==> src/rtl/gpr_wb_scheduler_if.sv <==
// rtl/gpr_wb_scheduler_if.sv - writeback request handshakes and register-file write port
interface gpr_wb_scheduler_if #(
  parameter int XLEN = 64
);
  logic            alu_valid;
  logic [4:0]      alu_rd;
  logic [XLEN-1:0] alu_data;
  logic            alu_ready;

  logic            ld_valid;
  logic [4:0]      ld_rd;
  logic [XLEN-1:0] ld_data;
  logic            ld_ready;

  logic            wr_en;
  logic [4:0]      rd_id;
  logic [XLEN-1:0] rd;

  // Requester/consumer side
  modport master (
    output alu_valid, alu_rd, alu_data,
    input  alu_ready,
    output ld_valid, ld_rd, ld_data,
    input  ld_ready,
    input  wr_en, rd_id, rd
  );

  // Scheduler side
  modport slave (
    input  alu_valid, alu_rd, alu_data,
    output alu_ready,
    input  ld_valid, ld_rd, ld_data,
    output ld_ready,
    output wr_en, rd_id, rd
  );
endinterface

==> src/rtl/gpr_wb_scheduler.sv <==
// rtl/gpr_wb_scheduler.sv - register-file write port arbiter with pending-write scoreboard
module gpr_wb_scheduler #(
  parameter int XLEN       = 64,
  parameter int MAX_STREAK = 4
) (
  input  logic                    clk,
  input  logic                    rst,
  gpr_wb_scheduler_if.slave       wb,
  input  logic                    issue_en,
  input  logic [4:0]              issue_rd,
  input  logic [4:0]              r1_id,
  input  logic [4:0]              r2_id,
  output logic                    r1_busy,
  output logic                    r2_busy,
  output logic [31:0]             pending
);

  localparam logic [3:0] MAX_S = 4'(MAX_STREAK);

  logic [3:0]  streak;
  logic        alu_grant;
  logic        ld_grant;
  logic        contested;
  logic [31:0] pending_nxt;

  // Arbitration: load normally wins a contest; ALU wins once the load streak saturates.
  always_comb begin
    alu_grant    = 1'b0;
    ld_grant     = 1'b0;
    contested    = wb.alu_valid & wb.ld_valid;
    if (!rst) begin
      if (contested) begin
        alu_grant = (streak == MAX_S);
        ld_grant  = (streak != MAX_S);
      end else begin
        alu_grant = wb.alu_valid;
        ld_grant  = wb.ld_valid;
      end
    end
    wb.alu_ready = alu_grant;
    wb.ld_ready  = ld_grant;
  end

  // Streak of contested load wins; any ALU grant or idle ALU restarts the count.
  always_ff @(posedge clk or posedge rst) begin
    if (rst) begin
      streak <= '0;
    end else if (!wb.alu_valid || alu_grant) begin
      streak <= '0;
    end else if (ld_grant && contested && (streak != MAX_S)) begin
      streak <= streak + 4'd1;
    end
  end

  // Register the winning write; destination 0 is swallowed without a port write.
  always_ff @(posedge clk or posedge rst) begin
    if (rst) begin
      wb.wr_en <= 1'b0;
      wb.rd_id <= '0;
      wb.rd    <= '0;
    end else if (alu_grant && (wb.alu_rd != 5'd0)) begin
      wb.wr_en <= 1'b1;
      wb.rd_id <= wb.alu_rd;
      wb.rd    <= wb.alu_data;
    end else if (ld_grant && (wb.ld_rd != 5'd0)) begin
      wb.wr_en <= 1'b1;
      wb.rd_id <= wb.ld_rd;
      wb.rd    <= wb.ld_data;
    end else begin
      wb.wr_en <= 1'b0;
    end
  end

  // Scoreboard update: clear on retiring write, then set on issue so a newer writer stays pending.
  always_comb begin
    pending_nxt = pending;
    if (wb.wr_en) begin
      pending_nxt[wb.rd_id] = 1'b0;
    end
    if (issue_en && (issue_rd != 5'd0)) begin
      pending_nxt[issue_rd] = 1'b1;
    end
    pending_nxt[0] = 1'b0;
  end

  // Scoreboard state.
  always_ff @(posedge clk or posedge rst) begin
    if (rst) begin
      pending <= '0;
    end else begin
      pending <= pending_nxt;
    end
  end

  // Hazard lookup; the in-flight write is forwarded by the register file so it is not busy.
  always_comb begin
    r1_busy = pending[r1_id] & (r1_id != 5'd0) & ~(wb.wr_en & (wb.rd_id == r1_id));
    r2_busy = pending[r2_id] & (r2_id != 5'd0) & ~(wb.wr_en & (wb.rd_id == r2_id));
  end

endmodule

==> src/flat_wrapper.sv <==
// flat-port wrapper written by rule: the top's interface ports become plain ports
module gpr_wb_scheduler_flat 
#(
  parameter int XLEN       = 64,
  parameter int MAX_STREAK = 4
)
  (clk, rst, issue_en, issue_rd, r1_id, r2_id, r1_busy, r2_busy, pending, wb_alu_valid, wb_alu_rd, wb_alu_data, wb_alu_ready, wb_ld_valid, wb_ld_rd, wb_ld_data, wb_ld_ready, wb_wr_en, wb_rd_id, wb_rd);
  gpr_wb_scheduler_if #(.XLEN(XLEN)) wb_i ();
  input  logic clk;
  input  logic rst;
  input  logic issue_en;
  input  logic [4:0] issue_rd;
  input  logic [4:0] r1_id;
  input  logic [4:0] r2_id;
  output logic r1_busy;
  output logic r2_busy;
  output logic [31:0] pending;
  input wire logic [$bits(wb_i.alu_valid)-1:0] wb_alu_valid;
  input wire logic [$bits(wb_i.alu_rd)-1:0] wb_alu_rd;
  input wire logic [$bits(wb_i.alu_data)-1:0] wb_alu_data;
  output wire logic [$bits(wb_i.alu_ready)-1:0] wb_alu_ready;
  input wire logic [$bits(wb_i.ld_valid)-1:0] wb_ld_valid;
  input wire logic [$bits(wb_i.ld_rd)-1:0] wb_ld_rd;
  input wire logic [$bits(wb_i.ld_data)-1:0] wb_ld_data;
  output wire logic [$bits(wb_i.ld_ready)-1:0] wb_ld_ready;
  output wire logic [$bits(wb_i.wr_en)-1:0] wb_wr_en;
  output wire logic [$bits(wb_i.rd_id)-1:0] wb_rd_id;
  output wire logic [$bits(wb_i.rd)-1:0] wb_rd;
  assign wb_i.alu_valid = wb_alu_valid;
  assign wb_i.alu_rd = wb_alu_rd;
  assign wb_i.alu_data = wb_alu_data;
  assign wb_alu_ready = wb_i.alu_ready;
  assign wb_i.ld_valid = wb_ld_valid;
  assign wb_i.ld_rd = wb_ld_rd;
  assign wb_i.ld_data = wb_ld_data;
  assign wb_ld_ready = wb_i.ld_ready;
  assign wb_wr_en = wb_i.wr_en;
  assign wb_rd_id = wb_i.rd_id;
  assign wb_rd = wb_i.rd;
  gpr_wb_scheduler #(.XLEN(XLEN), .MAX_STREAK(MAX_STREAK)) u_core (.clk(clk), .rst(rst), .wb(wb_i), .issue_en(issue_en), .issue_rd(issue_rd), .r1_id(r1_id), .r2_id(r2_id), .r1_busy(r1_busy), .r2_busy(r2_busy), .pending(pending));
endmodule
==> config.mk <==
export PLATFORM = sky130hd
export DESIGN_NAME = gpr_wb_scheduler_flat
export DESIGN_NICKNAME = d
export VERILOG_FILES = /design/src/rtl/gpr_wb_scheduler_if.sv /design/src/rtl/gpr_wb_scheduler.sv /design/src/flat_wrapper.sv
export SDC_FILE = /design/constraint.sdc
export NUM_CORES = 1
export LEC_CHECK = 0
export BUFFER_PORTS_ARGS = -buffer_cell sky130_fd_sc_hd__clkbuf_2
export CAP_MARGIN = 30
export CORE_AREA = 2 2 107 109
export CTS_CLUSTER_SIZE = 25
export DETAILED_ROUTE_END_ITERATION = 8
export DIE_AREA = 0 0 109 111
export PLACE_DENSITY = 0.82
export SETUP_SLACK_MARGIN = 0.15
export SLEW_MARGIN = 20
export SYNTH_ARGS = -nofsm -noshare
export SYNTH_HDL_FRONTEND = slang
export SYNTH_SLANG_ARGS = --single-unit
export TNS_END_PERCENT = 5
==> constraint.sdc <==
create_clock -name clk -period 6.7 [get_ports clk]
set_input_delay 1.34 -clock clk [delete_from_list [all_inputs] [get_ports clk]]
set_output_delay 1.34 -clock clk [all_outputs]
set_load 0.02 [all_outputs]
Yosys cells after proc, flatten, opt, wreduce, memory -nomap -nowiden
Index checks and enable logic that the tools add are counted.
{ "word_totals": {"ff_bits": 105, "out_inout_bits": 106, "word_cells": 66} }
{ "classes": {"n_addsub": 1, "n_lt_le_gt_ge": 6, "n_eq_ne": 4, "n_mux": 22, "bitwise_logic": 12, "reduce_logical": 16} }
{ "op_table": {"columns": ["cell", "count"], "rows": [
  ["$mux W64", 2],
  ["$mux W32", 2],
  ["$and A32 B32 Y32", 1],
  ["$not A32 Y32", 1],
  ["$or A32 B32 Y32", 1],
  ["$reduce_bool A5 Y1", 5],
  ["$lt A5 B6 Y1 const B", 4],
  ["$bmux W1 S5", 2],
  ["$demux W1 S5", 2],
  ["$eq A5 B5 Y1", 2],
  ["$ge A5 B1 Y1 const B", 2],
  ["$mux W1", 10],
  ["$mux W5", 2],
  ["$mux W4", 2],
  ["$and A1 B1 Y1", 7],
  ["$logic_and A1 B1 Y1", 7],
  ["$add A4 B1 Y4 const B", 1],
  ["$eq A4 B3 Y1 const B", 1],
  ["$ne A4 B3 Y1 const B", 1],
  ["$reduce_bool A2 Y1", 2],
  ["$not A1 Y1", 2],
  ["$logic_not A1 Y1", 1],
  ["$logic_or A1 B1 Y1", 1]
]} }

Depth between registers and ports, before layout
Gate-level depths: netlist of the first run.
{ "logic_depth": {"word_depth": 9, "depth_mapped": 9, "depth_no_buf": 7} }

Worst setup path after synthesis of the first run
No wires, ideal clock.
{ "synth_path": {"kind": "input-to-output", "start": "input port r1_id[1]", "end": "output port r1_busy", "t_arrival_ns": 2.712, "required_time_ns": 5.360, "path_slack_ns": 2.648, "path_stages": 5, "n_path_buf": 1, "cell_sequence": "clkbuf_1 mux4_2 o32a_1 nand4_1 o21ai_0"} }
{ "synth_between": {"elab_chain_cells": 4} }
{ "synth_rtl": {"columns": ["element", "line_no", "rtl"], "rows": [
  ["start: declaration", "flat_wrapper.sv:13", "input logic [4:0] r1_id;"],
  ["$bmux W1 S5 or $eq A5 B5 Y1 (tied branches)", "gpr_wb_scheduler.sv:97", "r1_busy = pending[r1_id] & (r1_id != 5'd0) & ~(wb.wr_en & (wb.rd_id == r1_id));"],
  ["$mux W1 (implied by the code) or $and A1 B1 Y1 (tied branches)", "gpr_wb_scheduler.sv:97", null],
  ["$and A1 B1 Y1 or $not A1 Y1 (tied branches)", "gpr_wb_scheduler.sv:97", null],
  ["$and A1 B1 Y1 (*)", "gpr_wb_scheduler.sv:97", null],
  ["end: declaration", "flat_wrapper.sv:15", "output logic r1_busy;"]
]} }
Mark *: on every way between the ends. The rest lies on a longest branch, timed or not. The select of a mux whose other input is x is not followed.

Worst setup path after layout of the first run
{ "layout_path": {"start": "input port r1_id[0]", "end": "output port r1_busy"} }
Same word-level chain as after synthesis.

==> flow_metrics.env, run 1 <==
export IMPL_rows=39
export IMPL_crit_fanout=9
export IMPL_synth_seq_area_share_pct=49.25
export IMPL_wire_per_inst_microns=18.92
export IMPL_viasPerCell=5.970
export IMPL_numClockSinks=105
export IMPL_antenna_found_initial=0
export IMPL_setup_worst_path_end_class="output port"
export IMPL_start_util_pct=48.16
export IMPL_die_x_microns=109
export IMPL_skew_ns=0.006099
export IMPL_pin_count=264
export IMPL_drive_above_1_share_pct=41.87
export IMPL_yosys_warnings=0
export IMPL_worstPathRequired_ns=5.36
export IMPL_chipHeight_microns=111
export IMPL_drt_initial_drc_count=534
export IMPL_finalCritPeriodShare_pct=61.17
export IMPL_syn_num_nets=654
export IMPL_grt_max_degree=66
export IMPL_layout_nets=893
export IMPL_cap_violations=0
export IMPL_cts_setup_buffers=0
export IMPL_core_area_sq_mm=0.01108
export IMPL_power_density_mw_per_mm2=312.0
export IMPL_netlist_area_sq_mm=0.005335
export IMPL_fin_ws_ns=2.602
export IMPL_whs_ns=0.4764
export IMPL_synthDistinctLibCells=46
export IMPL_finalHoldViolations=0
export IMPL_drt_pre_antenna_iters=6
export IMPL_cts_resized=0
export IMPL_pre_cts_slack_ns=2.630
export IMPL_portBuffers=262
export IMPL_grtUsageTotal_pct=27.88
export IMPL_multi_input_area_sq_mm=0.002452
export IMPL_max_vdd_ir_drop_uv=188.8
export IMPL_grt_pass1_vias=5227
export IMPL_nFillCells=908
export IMPL_cts_tree="done"
export IMPL_criticalPathCategory="primary input to output port"
export IMPL_fmax_mhz=244.0
export IMPL_ant_nets=0
export IMPL_place_area_sq_mm=0.006639
export IMPL_total_leakage_power_nw=3.442
export IMPL_final_common_cell="clkbuf_2"
export IMPL_gp_congestion=1.039
export IMPL_area_delta_synth_final_pct=30.25
export IMPL_grt_setup_unrepaired="false"
export IMPL_remaining_drc_errors=0
export IMPL_design_area_sq_mm=0.006949
export IMPL_slew_viol_final=0
export IMPL_tightest_slew_ns=0.7142
export IMPL_numCtsBuffers=9
export IMPL_syn_inst=494
export IMPL_synthFlopType="dfrtp_1"
export IMPL_clockBufferDepth=2
export IMPL_fin_setup_tns_ns=0
export IMPL_outcome="finished clean"
export IMPL_cts_root_buf="clkbuf_16"
export IMPL_ctsHoldBuffers=0
export IMPL_setup_viol=0
export IMPL_die_area_sq_mm=0.01210
export IMPL_place_hpwl_microns=12340
export IMPL_synth_edff_count=0
export IMPL_grt_pass1_wl_microns=26390
export IMPL_crit_path_start_kind="primary input"
export IMPL_insertion_delay_ns=0.34
export IMPL_finalCriticalPeriod_ns=4.098
export IMPL_async_flop_share_pct=100.0
export IMPL_final_cell_mix="clkbuf_2 (262), dfrtp_1 (105), o21ai_0 (68), nand2_1 (58), and3_1 (42)"
export IMPL_slew_headroom_pct=52.38
export IMPL_min_path_type="flip-flop to flip-flop"
export IMPL_clk_pin_slew_ns=0.07
export IMPL_gr_total_overflow=0
export IMPL_vias=5260
export IMPL_arrival_ns=2.76
export IMPL_cts_htree_levels=3
export IMPL_antenna_cells=0
export IMPL_wl_microns=16670
export IMPL_syn_avg_cell_area_sq_um=10.80
export IMPL_synth_seq_cells=105
export IMPL_register_area_sq_mm=0.002628
report_power, final:
group | leakage [nW] | internal [mW] | switching, mW
clock network | 0.135 | 0.300 | 0.226
logic | 2.08 | 0.293 | 0.416
registers | 1.23 | 0.772 | 0.160
total | 3.44 | 1.37 | 0.803
critical path, stage by stage:
cell and delay, ns:
clkbuf_2 0.25, mux4_2 0.55, nor3b_1 0.19, nor2_1 0.06, o211ai_1 0.08, o21ai_0 0.12, clkbuf_2 0.17
flip-flops by register name, indices dropped and copies added (netlist names):
| name | count |
|---|---|
| u_core.streak | 4 |
| u_core.wb.rd_id | 5 |
| u_core.pending | 31 |
| u_core.wb.wr_en | 1 |
| u_core.wb.rd | 64 |
metrics by stage:
| step | std cells | total power [mW] | utilization, % |
|---|---|---|---|
| after global routing | 881 | 2.267 | 62.74 |
| after detailed placement | 864 | 1.639 | 59.93 |
| after floorplan | 494 | 1.334 | - |
| after global placement | 862 | 1.614 | 59.57 |
| final | 881 | 2.168 | 62.74 |
| after CTS | 880 | 2.165 | 62.63 |
worst paths after layout:
path / end / from / slack (ns) / cells after the start
setup reg to reg: u_core.wb.rd[49] / u_core.streak[0] / 4.39 / 7
hold / removal: u_core.wb.rd[32] / u_core.wb.rd[32] / 0.48 / 2
min in group asynchronous: u_core.streak[0] / rst / 1.02 / 2
setup / recovery: r1_busy / r1_id[0] / 2.60 / 7
hold reg to reg: u_core.wb.rd[32] / u_core.wb.rd[32] / 0.48 / 2
max in group asynchronous: u_core.wb.rd[29] / rst / 4.61 / 4
final cells by class:
cell class	instances	share of cell area [%]
Timing Repair Buffer	266	19.72
Clock inverter	4	0.7562
Tap cell	143	2.575
Inverter	5	0.3061
Clock buffer	12	3.547
Multi-Input combinational cell	346	35.29
Sequential cell	105	37.81
kinds of logic after synthesis:
group	share of synthesized area [%]
flip-flops	49.25
AND/OR/NAND/NOR	16.65
AO/OA/AOI/OAI	20.83
XOR/XNOR	1.642
multiplexers	6.285
other	0.07029
buffers and inverters	4.808
adder cells (fa/ha/maj)	0.4690
cell usage after synthesis (all sizes together) (3+ instances only):
| master | count | area [sq um] |
|---|---|---|
| a211oi | 4 | 30.03 |
| a21oi | 7 | 46.30 |
| a221o | 41 | 410.4 |
| a22oi | 27 | 207.7 |
| and3 | 42 | 262.8 |
| buf | 24 | 185.2 |
| clkbuf | 14 | 52.55 |
| dfrtp | 105 | 2628 |
| inv | 5 | 18.77 |
| mux4 | 14 | 315.3 |
| nand2 | 60 | 235.2 |
| nand2b | 3 | 18.77 |
| nand3 | 7 | 35.03 |
| nand3b | 12 | 90.09 |
| nor2 | 12 | 61.31 |
| nor3 | 3 | 15.01 |
| nor3b | 4 | 30.03 |
| o21ai | 68 | 340.3 |
| or3b | 6 | 52.55 |
| xor2 | 8 | 70.07 |
layer usage:
metal  vias to the layer above  share of wire [%]  global-route usage, %
met2                       342                 51                  46.05
met4                         0                3.0                  10.94
met5                         -                  0                      0
met1                      2519                 37                  35.46
met3                        52                9.0                  6.055
li1                       2347                  -                      -
Power figures use the tool's default switching activity.
==> run 2: changes to the inputs <==
ABC_AREA = 1   (was not set)
CORE_AREA = 2 2 112 114   (was 2 2 107 109)
DIE_AREA = 0 0 114 116   (was 0 0 109 111)
PLACE_DENSITY = 0.78   (was 0.82)
clock period = 3.9 ns   (was 6.7 ns; I/O delays follow)
==> run 2 against run 1 <==
  * Global-route usage shrank 0.18 points
  * Clock skew up 0.0040 ns
  * Synthesized area is 4.0% higher
  * Non-clock buffer count rose by 1
  * Clock power grew 74%
  * Sequential cell count is the same
  * Wire length up 8.7%
  * Critical endpoint unchanged
==> flow_metrics.env, run 2 <==
export IMPL_yosys_area_top_type_share_pct=47.36
export IMPL_gp_congestion=0.9729
export IMPL_pin_count=264
export IMPL_area_delta_synth_final_pct=28.71
export IMPL_wl_microns=18110
export IMPL_synth_area_leaders="dfrtp_1 (47%), nand2_1 (21%), nand3_1 (12%)"
export IMPL_viasPerCell=5.269
export IMPL_die_x_microns=114
export IMPL_netlist_area_sq_mm=0.005548
export IMPL_synth_largest_area_cell="dfrtp_1"
export IMPL_vias=6028
export IMPL_synth_edff_count=0
export IMPL_numCtsBuffers=9
export IMPL_portBuffers=262
export IMPL_insertion_delay_ns=0.34
export IMPL_largest_register="u_core.wb.rd"
export IMPL_grt_setup_unrepaired="false"
export IMPL_yosysMostFrequentCell="nand2_1"
export IMPL_grt_pass1_wl_microns=28810
export IMPL_syn_num_nets=907
export IMPL_crit_path_start_kind="primary input"
export IMPL_placed_cells=1130
export IMPL_largest_reg_flops=64
export IMPL_criticalPathCategory="primary input to output port"
export IMPL_yosys_warnings=0
export IMPL_yosys_top_cells_count="nand2_1 (307), nand3_1 (130), dfrtp_1 (105)"
export IMPL_grt_pass1_vias=5837
export IMPL_cts_setup_buffers=0
export IMPL_cts_htree_levels=3
export IMPL_setup_worst_path_end_class="output port"
export IMPL_grtUsageTotal_pct=27.70
export IMPL_final_cells=1144
export IMPL_core_area_sq_mm=0.01191
export IMPL_largestRegisters="u_core.wb.rd: 64 flops, u_core.pending: 31 flops, u_core.wb.rd_id: 5 flops"
export IMPL_cts_root_buf="clkbuf_16"
export IMPL_worstPathRequired_ns=3.12
export IMPL_place_hpwl_microns=14240
export IMPL_fin_setup_tns_ns=0
export IMPL_cts_tree="done"
export IMPL_outcome="finished clean"
export IMPL_nFillCells=1147
export IMPL_tightest_slew_ns=0.7727
export IMPL_clk_pin_slew_ns=0.07
export IMPL_synth_seq_area_share_pct=47.36
export IMPL_fin_ws_ns=0.9901
export IMPL_syn_inst=747
export IMPL_drive_above_1_share_pct=29.39
export IMPL_die_area_sq_mm=0.01322
export IMPL_remaining_drc_errors=0
export IMPL_skew_ns=0.01007
export IMPL_clockBufferDepth=2
export IMPL_finalHoldViolations=0
export IMPL_synthDistinctLibCells=26
export IMPL_start_util_pct=46.58
export IMPL_wire_per_inst_microns=15.83
export IMPL_max_vdd_ir_drop_uv=211.6
export IMPL_cts_resized=0
export IMPL_pre_cts_slack_ns=0.9852
export IMPL_drt_initial_drc_count=462
export IMPL_crit_fanout=17
export IMPL_finalCriticalPeriod_ns=2.910
export IMPL_slew_headroom_pct=48.49
export IMPL_synth_seq_cells=105
export IMPL_gr_total_overflow=0
export IMPL_final_common_cell="nand2_1"
export IMPL_setup_viol=0
export IMPL_total_leakage_power_nw=3.910
export IMPL_grt_max_degree=65
export IMPL_power_density_mw_per_mm2=531.4
export IMPL_final_cell_mix="nand2_1 (307), clkbuf_2 (262), nand3_1 (130), dfrtp_1 (105), o21ai_0 (67)"
export IMPL_fmax_mhz=343.7
export IMPL_whs_ns=0.4835
export IMPL_layout_nets=1154
export IMPL_min_path_type="flip-flop to flip-flop"
export IMPL_antenna_found_initial=0
export IMPL_ctsHoldBuffers=0
export IMPL_chipHeight_microns=116
export IMPL_ant_nets=0
export IMPL_antenna_cells=0
export IMPL_slew_viol_final=0
export IMPL_drt_pre_antenna_iters=5
export IMPL_async_flop_share_pct=100.0
export IMPL_numClockSinks=105
export IMPL_finalCritPeriodShare_pct=74.61
export IMPL_cap_violations=0
export IMPL_synthFlopType="dfrtp_1"
export IMPL_rows=40
export IMPL_arrival_ns=2.13
export IMPL_syn_avg_cell_area_sq_um=7.427
## run 2: cell count changes after synthesis, sizes merged, moves of 12 or more
cell | before | now
and3 | 42 | 0
inv | 5 | 60
nand3 | 7 | 131
nand3b | 12 | 0
a221o | 41 | 0
a22oi | 27 | 0
mux4 | 14 | 0
nand2 | 60 | 310
## run 2: worst paths after layout
kind,slack [ns],cells past startpoint,start,to
max in group asynchronous,2.43,3,rst,u_core.wb.rd[47]
setup reg to reg,1.86,10,u_core.streak[0],u_core.wb.rd[43]
hold / removal,0.48,2,u_core.wb.rd[57],u_core.wb.rd[57]
min in group asynchronous,0.65,2,rst,u_core.wb.rd[18]
hold reg to reg,0.48,2,u_core.wb.rd[57],u_core.wb.rd[57]
setup / recovery,0.99,12,r1_id[0],r1_busy
## run 2: layout make-up
cell class / count / area [sq um] / area share (%)
clock buffer: 12 / 266.5 / 3.732
clock inverter: 2 / 37.54 / 0.5257
inverter: 60 / 232.7 / 3.259
multi-input combinational: 551 / 2444 / 34.22
sequential: 105 / 2628 / 36.80
tap: 147 / 183.9 / 2.576
timing repair buffer: 267 / 1349 / 18.89
## run 2: power by group
| group | internal, mW | total, mW | switching [mW] | leakage (nW) |
|---|---|---|---|---|
| sequential | 1.34 | 1.57 | 0.236 | 1.23 |
| clock | 0.543 | 0.913 | 0.370 | 0.147 |
| combinational | 0.427 | 1.31 | 0.880 | 2.53 |
| total | 2.31 | 3.79 | 1.49 | 3.91 |
## run 2: kinds of logic after synthesis
family	after synthesis	synth area share, %
AO/OA/AOI/OAI	76	7.104
XOR/XNOR	4	0.6314
adder cells (fa/ha/maj)	2	0.4510
buffers and inverters	91	8.593
flip-flops	105	47.36
other	1	0.06759
AND/OR/NAND/NOR	468	35.79
## run 2: per-stage QoR
stage	util (%)	instance area [sq um]	power (mW)
CTS	59.95	7141	3.803
floorplan	-	5548	2.336
detailed placement	57.39	6837	2.887
global route	59.95	7141	4.026
finish	59.95	7141	3.795
global placement	57.39	6837	2.864
## run 2: worst max-delay path, stage by stage
cell and delay [ns]:
clkbuf_2 0.30, inv_2 0.22, nand2_1 0.12, nand3_1 0.07
nand2_1 0.07, nand2_1 0.04, nand2_1 0.06, inv_1 0.04
nand2_1 0.07, nand2_1 0.05, a21oi_1 0.12, clkbuf_2 0.18
## run 2: routing by layer
layer	part of all wire [%]	global-route usage (%)	vias up
met5	0	0	-
met4	3.4	11.95	0
met3	10	8.473	48
met2	48	45.40	316
met1	38	34.13	2762
li1	-	-	2902
==> run 3: changes to the inputs <==
ABC_AREA = 0   (was 1)
CORE_AREA = 2 2 116 118   (was 2 2 112 114)
DIE_AREA = 0 0 118 120   (was 0 0 114 116)
PLACE_DENSITY = 0.74   (was 0.78)
clock period = 2.45 ns   (was 3.9 ns; I/O delays follow)
==> run 3 against run 2 <==
  * Wire length fell by 9.4%
  * Clock-buffer cell count is 2 lower
  * Global-route usage fell by 5.0 points
  * Non-clock buffer count grew 8
  * Largest power group unchanged
  * Sequential power up 61%
  * Combinational power is 51% higher
  * Register-to-register slack got worse by 1.6 ns
  * Via count decreased by 14%
  * Sequential share of layout area increased by 0.26 points
  * Sequential cell count unchanged
  * Cell area is 0.56% lower
  * Largest cell class unchanged
  * Worst hold slack lost 0.12 ns
==> flow_metrics.env, run 3 (same netlist as run 1, synthesis figures left out) <==
export IMPL_setup_viol=0
export IMPL_design_power_total_mw=6.112
export IMPL_fmax_mhz=422.4
export IMPL_arrival_ns=1.88
export IMPL_antenna_cells=0
export IMPL_timing_rr_end="u_core.wb.rd[52]"
export IMPL_cts_root_buf="clkbuf_16"
export IMPL_final_common_cell="clkbuf_2"
export IMPL_final_cell_mix="clkbuf_2 (260), dfrtp_1 (102), o21ai_0 (67), nand2_1 (58), and3_1 (42)"
export IMPL_finalHoldViolations=0
export IMPL_gr_total_overflow=0
export IMPL_clockBufferDepth=2
export IMPL_largestRegisters="u_core.wb.rd: 64 flops, u_core.pending: 31 flops, u_core.wb.rd_id: 5 flops"
export IMPL_reg2reg_setup_slack_ns=0.29
export IMPL_drt_initial_drc_count=368
export IMPL_insertion_delay_ns=0.34
export IMPL_total_leakage_power_nw=3.506
export IMPL_power_density_mw_per_mm2=860.7
export IMPL_finalCriticalPeriod_ns=2.368
export IMPL_numCtsBuffers=9
export IMPL_numClockSinks=105
export IMPL_cts_htree_levels=3
export IMPL_largest_register="u_core.wb.rd"
export IMPL_grtUsageTotal_pct=22.70
export IMPL_crit_path_start_kind="flip-flop"
export IMPL_setup_worst_path_end_class="output port"
export IMPL_criticalPathCategory="flip-flop to output port"
export IMPL_crit_start="u_core.pending[22]"
export IMPL_largest_reg_flops=64
export IMPL_grt_pass1_vias=5031
export IMPL_clk_pin_slew_ns=0.07
export IMPL_viasPerCell=5.630
export IMPL_area_delta_synth_final_pct=33.09
export IMPL_vias=5191
export IMPL_pin_count=264
export IMPL_whs_path_depth=3
export IMPL_antenna_found_initial=0
export IMPL_min_from="wb_alu_data[22]"
export IMPL_max_vdd_ir_drop_uv=337.3
export IMPL_worstHoldEndpoint="u_core.wb.rd[22]"
export IMPL_portBuffers=262
export IMPL_start_util_pct=41.10
export IMPL_chipHeight_microns=120
export IMPL_drt_pre_antenna_iters=5
export IMPL_reg2reg_from="u_core.streak[0]"
export IMPL_tightest_slew_ns=0.7024
export IMPL_skew_ns=0.009091
export IMPL_final_cells=922
export IMPL_grt_pass1_wl_microns=25670
export IMPL_rr_worst_depth=7
export IMPL_finalCritPeriodShare_pct=96.64
export IMPL_slew_headroom_pct=53.17
export IMPL_drive_above_1_share_pct=43.16
export IMPL_die_area_sq_mm=0.01416
export IMPL_ant_nets=0
export IMPL_layout_nets=902
export IMPL_worstPathRequired_ns=1.96
export IMPL_whs_ns=0.3628
export IMPL_slew_viol_final=0
export IMPL_grt_setup_unrepaired="true"
export IMPL_remaining_drc_errors=0
export IMPL_gp_congestion=0.8890
export IMPL_cap_violations=0
export IMPL_grt_max_degree=58
export IMPL_wl_microns=16410
export IMPL_cts_tree="done"
export IMPL_fin_setup_tns_ns=0
export IMPL_place_hpwl_microns=12480
export IMPL_crit_fanout=4
export IMPL_rows=42
export IMPL_wire_per_inst_microns=17.79
export IMPL_outcome="finished clean"
export IMPL_core_area_sq_mm=0.01298
export IMPL_min_path_type="primary input to flip-flop"
export IMPL_placed_cells=905
export IMPL_die_x_microns=118
run 3: what timing repair did:
item	in CTS	in global routing
buffers inserted	0	2
resized for setup	2	6
setup endpoints to repair	2	3
hold buffers	0	0
pin swaps	0	0
run 3: worst max path at each step:
stage                         end  slack [ns]  cells past startpoint
final                     r1_busy        0.08                      5
after global routing      r1_busy        0.02                      5
after CTS                 r1_busy        0.07                      5
after detailed placement  r1_busy        0.05                      7
after global placement    r1_busy        0.11                      7
after floorplan           r1_busy         0.1                      5
run 3: per-layer routing:
layer	vias to the layer above	wire (microns)	global-route usage [%]
met5	-	0	0
met2	269	8208	38.81
met1	2537	6862	29.36
li1	2359	-	-
met3	26	1075	4.468
met4	0	258	6.702
run 3: where the power goes:
part / leakage (nW) / switching (mW) / internal (mW) / total (mW)
registers: 1.23 / 0.413 / 2.12 / 2.53
logic: 2.11 / 1.14 / 0.834 / 1.98
clock network: 0.163 / 0.608 / 0.995 / 1.60
run 3: metrics by stage:
step	utilization, %	cell area, sq um	worst slack [ns]
floorplan	-	5339	0.09811
global placement	51.94	6741	0.1061
detailed placement	51.94	6741	0.05345
CTS	54.52	7077	0.06586
global route	54.70	7101	0.01958
finish	54.70	7101	0.08244
run 3: cell type report:
cell class | instances | area [sq um]
fill | 1180 | 5879
sequential | 105 | 2631
multi-input combinational | 346 | 2457
timing repair buffer | 275 | 1436
clock buffer | 10 | 229.0
tap | 176 | 220.2
clock inverter | 5 | 103.9
inverter | 5 | 22.52
run 3: worst max-delay path, stage by stage (launching register included):
cell and delay (ns):
dfrtp_1 0.42, mux4_2 0.48, o32a_1 0.30, nand4_1 0.09, o21ai_1 0.08, buf_4 0.16
